### src/rtl/fetch_unit.sv
// Decoupled instruction fetch front end: owns the fetch PC, requests words
// from i_cache over req/ready and buffers {pc, inst} pairs for decode.
module fetch_unit #(
    parameter int unsigned     XLEN     = 32,
    parameter logic [XLEN-1:0] PC_RESET = '0,
    parameter int unsigned     DEPTH    = 4,
    parameter int unsigned     CW       = $clog2(DEPTH + 1)
) (
    input  logic            i_clk,
    input  logic            i_rst,
    output logic            o_req,
    output logic [XLEN-1:0] o_addr,
    input  logic            i_ready,
    input  logic [XLEN-1:0] i_data,
    input  logic            i_redirect,
    input  logic [XLEN-1:0] i_redirect_pc,
    output logic            o_valid,
    output logic [XLEN-1:0] o_inst,
    output logic [XLEN-1:0] o_pc,
    output logic            o_misaligned,
    input  logic            i_take,
    output logic [CW-1:0]   o_count
);

    localparam int unsigned AW = $clog2(DEPTH);
    localparam logic [CW-1:0] FULL = CW'(DEPTH);

    typedef enum logic [1:0] {
        S_RUN,
        S_WAIT,
        S_DROP,
        S_TRAP
    } state_t;

    state_t          state_q;
    state_t          state_d;
    logic [XLEN-1:0] fpc_q;
    logic [XLEN-1:0] fpc_d;

    logic [XLEN-1:0] pc_mem   [DEPTH];
    logic [XLEN-1:0] inst_mem [DEPTH];
    logic            mis_mem  [DEPTH];

    logic [AW-1:0]   rd_q;
    logic [AW-1:0]   wr_q;
    logic [CW-1:0]   count_q;

    logic            full;
    logic            misal;
    logic            flush;
    logic            push;
    logic            pop;
    logic [XLEN-1:0] push_inst;
    logic            push_mis;

    assign full  = (count_q == FULL);
    assign misal = (fpc_q[1:0] != 2'b00);

    always_ff @(posedge i_clk) begin
        if (!i_rst) begin
            state_q <= S_RUN;
            fpc_q   <= PC_RESET;
        end else begin
            state_q <= state_d;
            fpc_q   <= fpc_d;
        end
    end

    always_comb begin
        state_d   = state_q;
        fpc_d     = fpc_q;
        flush     = 1'b0;
        push      = 1'b0;
        push_inst = '0;
        push_mis  = 1'b0;
        unique case (state_q)
            S_RUN: begin
                if (i_redirect) begin
                    flush = 1'b1;
                    fpc_d = i_redirect_pc;
                end else if (misal) begin
                    if (!full) begin
                        push     = 1'b1;
                        push_mis = 1'b1;
                        state_d  = S_TRAP;
                    end
                end else if (!full) begin
                    state_d = S_WAIT;
                end
            end
            S_WAIT: begin
                if (i_redirect && i_ready) begin
                    flush   = 1'b1;
                    fpc_d   = i_redirect_pc;
                    state_d = S_RUN;
                end else if (i_redirect) begin
                    flush   = 1'b1;
                    fpc_d   = i_redirect_pc;
                    state_d = S_DROP;
                end else if (i_ready) begin
                    push      = 1'b1;
                    push_inst = i_data;
                    fpc_d     = fpc_q + XLEN'(4);
                    state_d   = S_RUN;
                end
            end
            // i_cache still owes a response for an address we no longer want
            S_DROP: begin
                if (i_redirect) begin
                    flush = 1'b1;
                    fpc_d = i_redirect_pc;
                end else if (i_ready) begin
                    state_d = S_RUN;
                end
            end
            S_TRAP: begin
                if (i_redirect) begin
                    flush   = 1'b1;
                    fpc_d   = i_redirect_pc;
                    state_d = S_RUN;
                end
            end
            default: state_d = S_RUN;
        endcase
    end

    always_comb begin
        o_req = (state_q == S_WAIT) || (state_q == S_DROP);
    end

    assign o_addr = fpc_q;
    assign pop    = i_take && o_valid;

    always_ff @(posedge i_clk) begin
        if (!i_rst) begin
            rd_q    <= '0;
            wr_q    <= '0;
            count_q <= '0;
        end else if (flush) begin
            rd_q    <= '0;
            wr_q    <= '0;
            count_q <= '0;
        end else begin
            if (push) begin
                wr_q <= wr_q + AW'(1);
            end
            if (pop) begin
                rd_q <= rd_q + AW'(1);
            end
            unique case ({push, pop})
                2'b10:   count_q <= count_q + CW'(1);
                2'b01:   count_q <= count_q - CW'(1);
                default: count_q <= count_q;
            endcase
        end
    end

    always_ff @(posedge i_clk) begin
        if (i_rst && push) begin
            pc_mem[wr_q]   <= fpc_q;
            inst_mem[wr_q] <= push_inst;
            mis_mem[wr_q]  <= push_mis;
        end
    end

    // Head fields read as zero while the queue is empty
    assign o_valid      = (count_q != '0);
    assign o_count      = count_q;
    assign o_pc         = o_valid ? pc_mem[rd_q] : '0;
    assign o_inst       = o_valid ? inst_mem[rd_q] : '0;
    assign o_misaligned = o_valid ? mis_mem[rd_q] : 1'b0;

endmodule

### config.mk
export PLATFORM = sky130hd
export DESIGN_NAME = fetch_unit
export DESIGN_NICKNAME = d
export VERILOG_FILES = /design/src/rtl/fetch_unit.sv
export SDC_FILE = /design/constraint.sdc
export NUM_CORES = 1
export LEC_CHECK = 0
export CELL_PAD_IN_SITES_DETAIL_PLACEMENT = 0
export CELL_PAD_IN_SITES_GLOBAL_PLACEMENT = 1
export CORE_UTILIZATION = 45
export DETAILED_ROUTE_END_ITERATION = 6
export PLACE_DENSITY = 0.85
export SLEW_MARGIN = 20
export SYNTH_ARGS = -nofsm -noshare
export SYNTH_HDL_FRONTEND = slang
export SYNTH_SLANG_ARGS = --single-unit
### constraint.sdc
create_clock -name i_clk -period 3.8 [get_ports i_clk]
set_clock_uncertainty 0.05 [all_clocks]
set_input_delay 0.57 -clock i_clk [delete_from_list [all_inputs] [get_ports i_clk]]
set_output_delay 0.57 -clock i_clk [all_outputs]
set_load 0.01 [all_outputs]
## Word-level counts from Yosys, hierarchy flattened

Memory sizes are Yosys's and may differ from the RTL's. A register that Yosys moved wholly into a read port is not among the register bits.
Cells that the tools add are included.

- Register bits: 41
- Latch bits: 0
- Bits in writable memories: 260
- ROM bits: 0
- Bits of input ports: 69
- Output and inout bits: 102
- Word-level logic and storage cells: 80
- Memories kept: 3

- $add $sub $neg: 5
- $mul: 0
- Divide/modulo/power cells: 0
- Magnitude comparators: 0
- Eq/ne operators: 12
- Shifts and indexed selects: 0
- Muxes and demuxes: 42
- Bitwise logic cells: 1
- Reduce and logical (&&, ||, !) cells: 12

Memory list:

| name | depth | bits a word | rd ports | clocked after memory_dff | write ports | RTL line | RTL |
|---|---|---|---|---|---|---|---|
| inst_mem | 4 | 32 | 1 | 1 | 1 | 41 | `logic [XLEN-1:0] inst_mem [DEPTH];` |
| pc_mem | 4 | 32 | 1 | 1 | 1 | 40 | `logic [XLEN-1:0] pc_mem [DEPTH];` |
| mis_mem | 4 | 1 | 1 | 1 | 1 | 42 | `logic mis_mem [DEPTH];` |

Operators with widths:

| kind | number |
|---|---|
| $mux 32 | 10 |
| $pmux 32 s2 | 1 |
| $add 32x3->32 const B | 1 |
| $mux 2 | 15 |
| $mux 1 | 12 |
| $ne 2x2->1 const B | 4 |
| $pmux 2 s4 | 1 |
| $eq 2x2->1 const B | 3 |
| $pmux 3 s2 | 1 |
| $add 2x1->2 const B | 2 |
| $eq 2x1->1 const B | 2 |
| $ne 4x4->1 const B | 1 |
| $pmux 1 s2 | 2 |
| $reduce_and 4->1 | 1 |
| $reduce_bool 2->1 | 2 |
| $add 3x1->3 const B | 1 |
| $eq 3x3->1 const B | 1 |
| $logic_and 1x1->1 | 3 |
| $reduce_bool 3->1 | 1 |
| $reduce_or 3->1 | 1 |
| $sub 3x1->3 const B | 1 |
| $logic_not 2->1 | 1 |
| $ne 2x1->1 const B | 1 |
| $reduce_and 2->1 | 1 |
| other kinds (3) | 3 |

## Longest topological paths before layout

- Depth in word-level cells: 8
- Mapped depth: 13
- Depth with buffers taken out: 12

## Worst setup path before layout

Ideal clock, no wire load.

- Kind: reg-to-reg
- Start point: register state_q[1]
- End point: memory inst_mem[0][0] (enable)
- Library setup time: 0.430 ns
- Arrival: 2.987 ns
- Data required time: 3.320 ns
- Slack: 0.332 ns
- Stages on the path, launching flop included: 8
- Path buffers: 1
- Clock period less this slack: 3.468 ns
- Cells stage by stage: dfxtp_1 inv_1 ha_1 o21ai_0 a211oi_1 or2_2 clkbuf_1 and3_1

- Cells in the longest elaborated chain, start to end: 5
- Elaborated cells between the ends (all ways): 6
- Those cells by class: 1 x eq/ne; 3 x mux; 2 x reduce/logical

RTL lines:

| element | RTL line | RTL |
|---|---|---|
| from (decl) | 35 | `state_t state_q;` |
| from (signal assigned) | 64 | `state_q <= state_d;` |
| $eq 2x1->1 or $logic_not 2->1 (tied branches) | 76 | `unique case (state_q)` |
| $pmux 1 s2 * | 76 |  |
| $logic_and 1x1->1 * | 159 | `if (i_rst && push) begin` |
| $mux 1 * | 159 |  |
| $mux 1 (not written as such) * | 161 | `inst_mem[wr_q] <= push_inst;` |
| to (decl) | 41 |  |

Mark *: on every way between the ends. The rest lies on a longest branch, timed or not.

==> run_results.csv <==
group,metric,value,unit
status,status,"completed",
synthesis,synth.cell_area,0.0124,sq mm
sta,timing.final.crit_share,0.888,
route,antenna_left,0,
worst_setup_path,cp.arrival,2750,ps
synthesis,syn_inst,740,
synthesis,synth_top_area_cell,"edfxtp_1",
sta,fin_ws,425,ps
sta,final_hold_viol_count,0,
worst_setup_path,rrSetupSlack,930,ps
clock_tree,cts_hold_buf,0,
placement,dp_hpwl,17200,microns
finish,mostFrequentLayoutCells,"260 x edfxtp_1, 170 x clkdlybuf4s50_1, 70 x and2_1",
placement,dpl_worst_slack,570,ps
floorplan,coreArea,0.0270,sq mm
synthesis,ys_ff_latch,303,
finish,nets,1002,
clock_tree,cts_sinks,303,
worst_setup_path,worst_setup_path_start_kind,"flop",
sta,rsz0062_at_grt,"false",
clock_tree,root_buffer,"clkbuf_16",
finish,synthToLayoutAreaGrowth,25.8,%
clock_tree,cts_tree,"built",
min_path,holdPathEnd,"rd_q[1]",
finish,layout-drive-gt1-share,0.156,
floorplan,io_pins,171,
route,wire_per_inst,21.3,microns
route,vias,7093,
grt,grt_pass1_wl,41500,microns
worst_setup_path,max_stage_delay,650,ps
power_and_ir_drop,vdd_drop_max,0.281,mV
route,drtPass1Iterations,5,
worst_setup_path,path_delay_family,"buffers and inverters",
worst_setup_path,critPathMaxFanout,20,
worst_setup_path,reg2reg_depth,13,
sta,finalSetupViolCount,0,
worst_setup_path,end_kind,"output pin",
route,viasPerCell,5.53,
grt,overflow,0,
synthesis,synth_warnings,0,
clock_tree,cts_setup_buffers,0,
floorplan,dieHeight,168,microns
floorplan,num_rows,60,
floorplan,die_w,168,microns
power_and_ir_drop,p_per_area,477,mW/mm^2
sta,slew_headroom,0.474,
clock_tree,cts_resized,0,
clock_tree,cts_htree_levels,1,
worst_setup_path,cp_num_buf_inv,2,
sta,fin_crit,3370,ps
worst_setup_path,regToRegEndpoint,"o_count[2]",
run,cap_violations,0,
finish,n_antenna_cell,0,
sta,slew_viol_final,0,
worst_setup_path,path_class,"flop to output pin",
synthesis,synth_nets,821,
worst_setup_path,crit_path_top_delay_cell,"dfxtp_4",
finish,final_common_cell,"edfxtp_1",
route,routed_wl,27300,microns
floorplan,initial_core_util,0.460,
synthesis,yosysUniqueCellTypes,44,
clock_tree,clock_latency,550,ps
grt,grtUsageTotal,0.193,
min_path,holdPathStages,2,
min_path,hold_start,"rd_q[1]",
placement,io_buffers,170,
clock_tree,cts_buffer_depth,3,
worst_setup_path,cp_cell_sequence,"buf_4, mux4_2, and2_1, clkdlybuf4s50_1",
placement,routabilityCongestion,0.796,
power_and_ir_drop,p_leak,5.20,nW
route,first_iter_violations,501,
clock_tree,cts_made_buffers,29,
sta,clock.fmax,296,MHz
sta,setup_tns,0,ps
grt,grt_max_degree,68,
worst_setup_path,critical_path_required,3180,ps
min_path,worstHoldPathType,"flop to flop",
grt,antenna_found_initial,0,
worst_setup_path,r2r-start,"state_q[1]",
sta,worstMarginPinSlew,782,ps
floorplan,die_area,0.0283,sq mm
clock_tree,clkSlewWorstSetupHoldPaths,60,ps
synthesis,ys_seq_area_frac,0.697,
route,drcViolationCount,0,
synthesis,syn_avg_cell_area,16.8,sq um
synthesis,synthDominantCellAreaShare,0.628,
grt,grt_pass1_vias,7159,
synthesis,synthTopCellsByArea,"edfxtp_1 63%, mux4_2 12%, dfxtp_1 6.9%",
[logic make-up (layout without fill, tap and decap cells)]
family | count (synthesis) | in the layout | share of synthesized area
flops | 303 | 303 | 0.697
simple gates | 210 | 210 | 0.101
mux | 69 | 69 | 0.121
compound gates | 63 | 63 | 0.0299
buf+inv | 53 | 254 | 0.0173
xor+xnor | 30 | 30 | 0.0211
fa+ha+maj | 12 | 12 | 0.0127
[worst reg2reg max path: cells and delay by family, from the launching register on]
kind | cells | cell delay, ps
xor+xnor | 1 | 160
simple gates | 2 | 670
fa+ha+maj | 3 | 760
flops | 1 | 410
buf+inv | 4 | 440
compound gates | 3 | 300
[registers in the layout (all words and copies together), names as in the netlist, named ones only]
name,count
inst_mem,128
wr_q,2
rd_q,2
state_q,2
o_addr,32
mis_mem,4
pc_mem,128
o_count,3
[Yosys cell counts, drive strengths merged]
| master | n |
|---|---|
| edfxtp | 260 |
| and2 | 71 |
| mux4 | 65 |
| dfxtp | 43 |
| and3 | 42 |
| clkbuf | 30 |
| o21ai | 27 |
| a21oi | 22 |
| nand2 | 20 |
| nor2 | 19 |
| xnor2 | 18 |
| nand3 | 14 |
| inv | 12 |
| xor2 | 12 |
| buf | 11 |
| ha | 11 |
| nand4 | 11 |
| nor3 | 7 |
| nor4 | 7 |
| nand2b | 6 |
| o211a | 5 |
| mux2i | 4 |
| nor2b | 4 |
| or2 | 3 |
| or3 | 3 |
| a211oi | 2 |
| a221oi | 2 |
| nor3b | 2 |
| a21o | 1 |
| a311oi | 1 |
| a31o | 1 |
| fa | 1 |
| o311a | 1 |
| o311ai | 1 |
| or4 | 1 |
[per-layer routing]
metal	track usage	wire length, microns	vias up	share of wire
li1	-	-	3224	-
met1	0.271	12100	3597	0.44
met2	0.320	13300	232	0.49
met3	0.0261	1360	40	0.050
met4	0.0490	537	0	0.020
met5	0	0	-	0
[power by group]
group          internal [mW]  switching (mW)  leakage (nW)  total (mW)
combinational          0.423           0.396          2.00       0.818
clock                   1.67            1.15         0.450        2.82
sequential              3.73          0.0945          2.75        3.83
total                   5.82            1.64          5.20        7.46
[through the flow]
stage                     hold slack, ps  power (mW)  cells   util  area [sq um]
after floorplan                      435        4.29    740      -         12400
after global placement               462        4.69   1230  0.544         14700
after detailed placement             470        4.71   1230  0.544         14700
after CTS                            483        7.51   1281  0.578         15600
after global routing                 522        7.71   1282  0.579         15600
final                                476        7.46   1282  0.579         15600
[cell type report]
| type | count | area, sq um |
|---|---|---|
| fill | 2106 | 11400 |
| sequential | 303 | 8680 |
| multi-input combinational | 384 | 3580 |
| timing repair buffer | 191 | 1990 |
| clock buffer | 37 | 756 |
| tap | 341 | 427 |
| clock inverter | 14 | 171 |
| inverter | 12 | 45.0 |
[how the worst max path moves through the flow]
stage | start | to | slack, ps | depth (start not counted)
after floorplan | state_q[1] | inst_mem[0][0] | 330 | 7
after global placement | i_redirect | o_count[2] | 590 | 11
after detailed placement | i_redirect | o_count[2] | 570 | 11
final | flop | o_pc[18] | 430 | 4
after global routing | flop | o_pc[26] | 280 | 4
after CTS | flop | o_inst[4] | 360 | 4
Power figures use the tool's default switching activity.
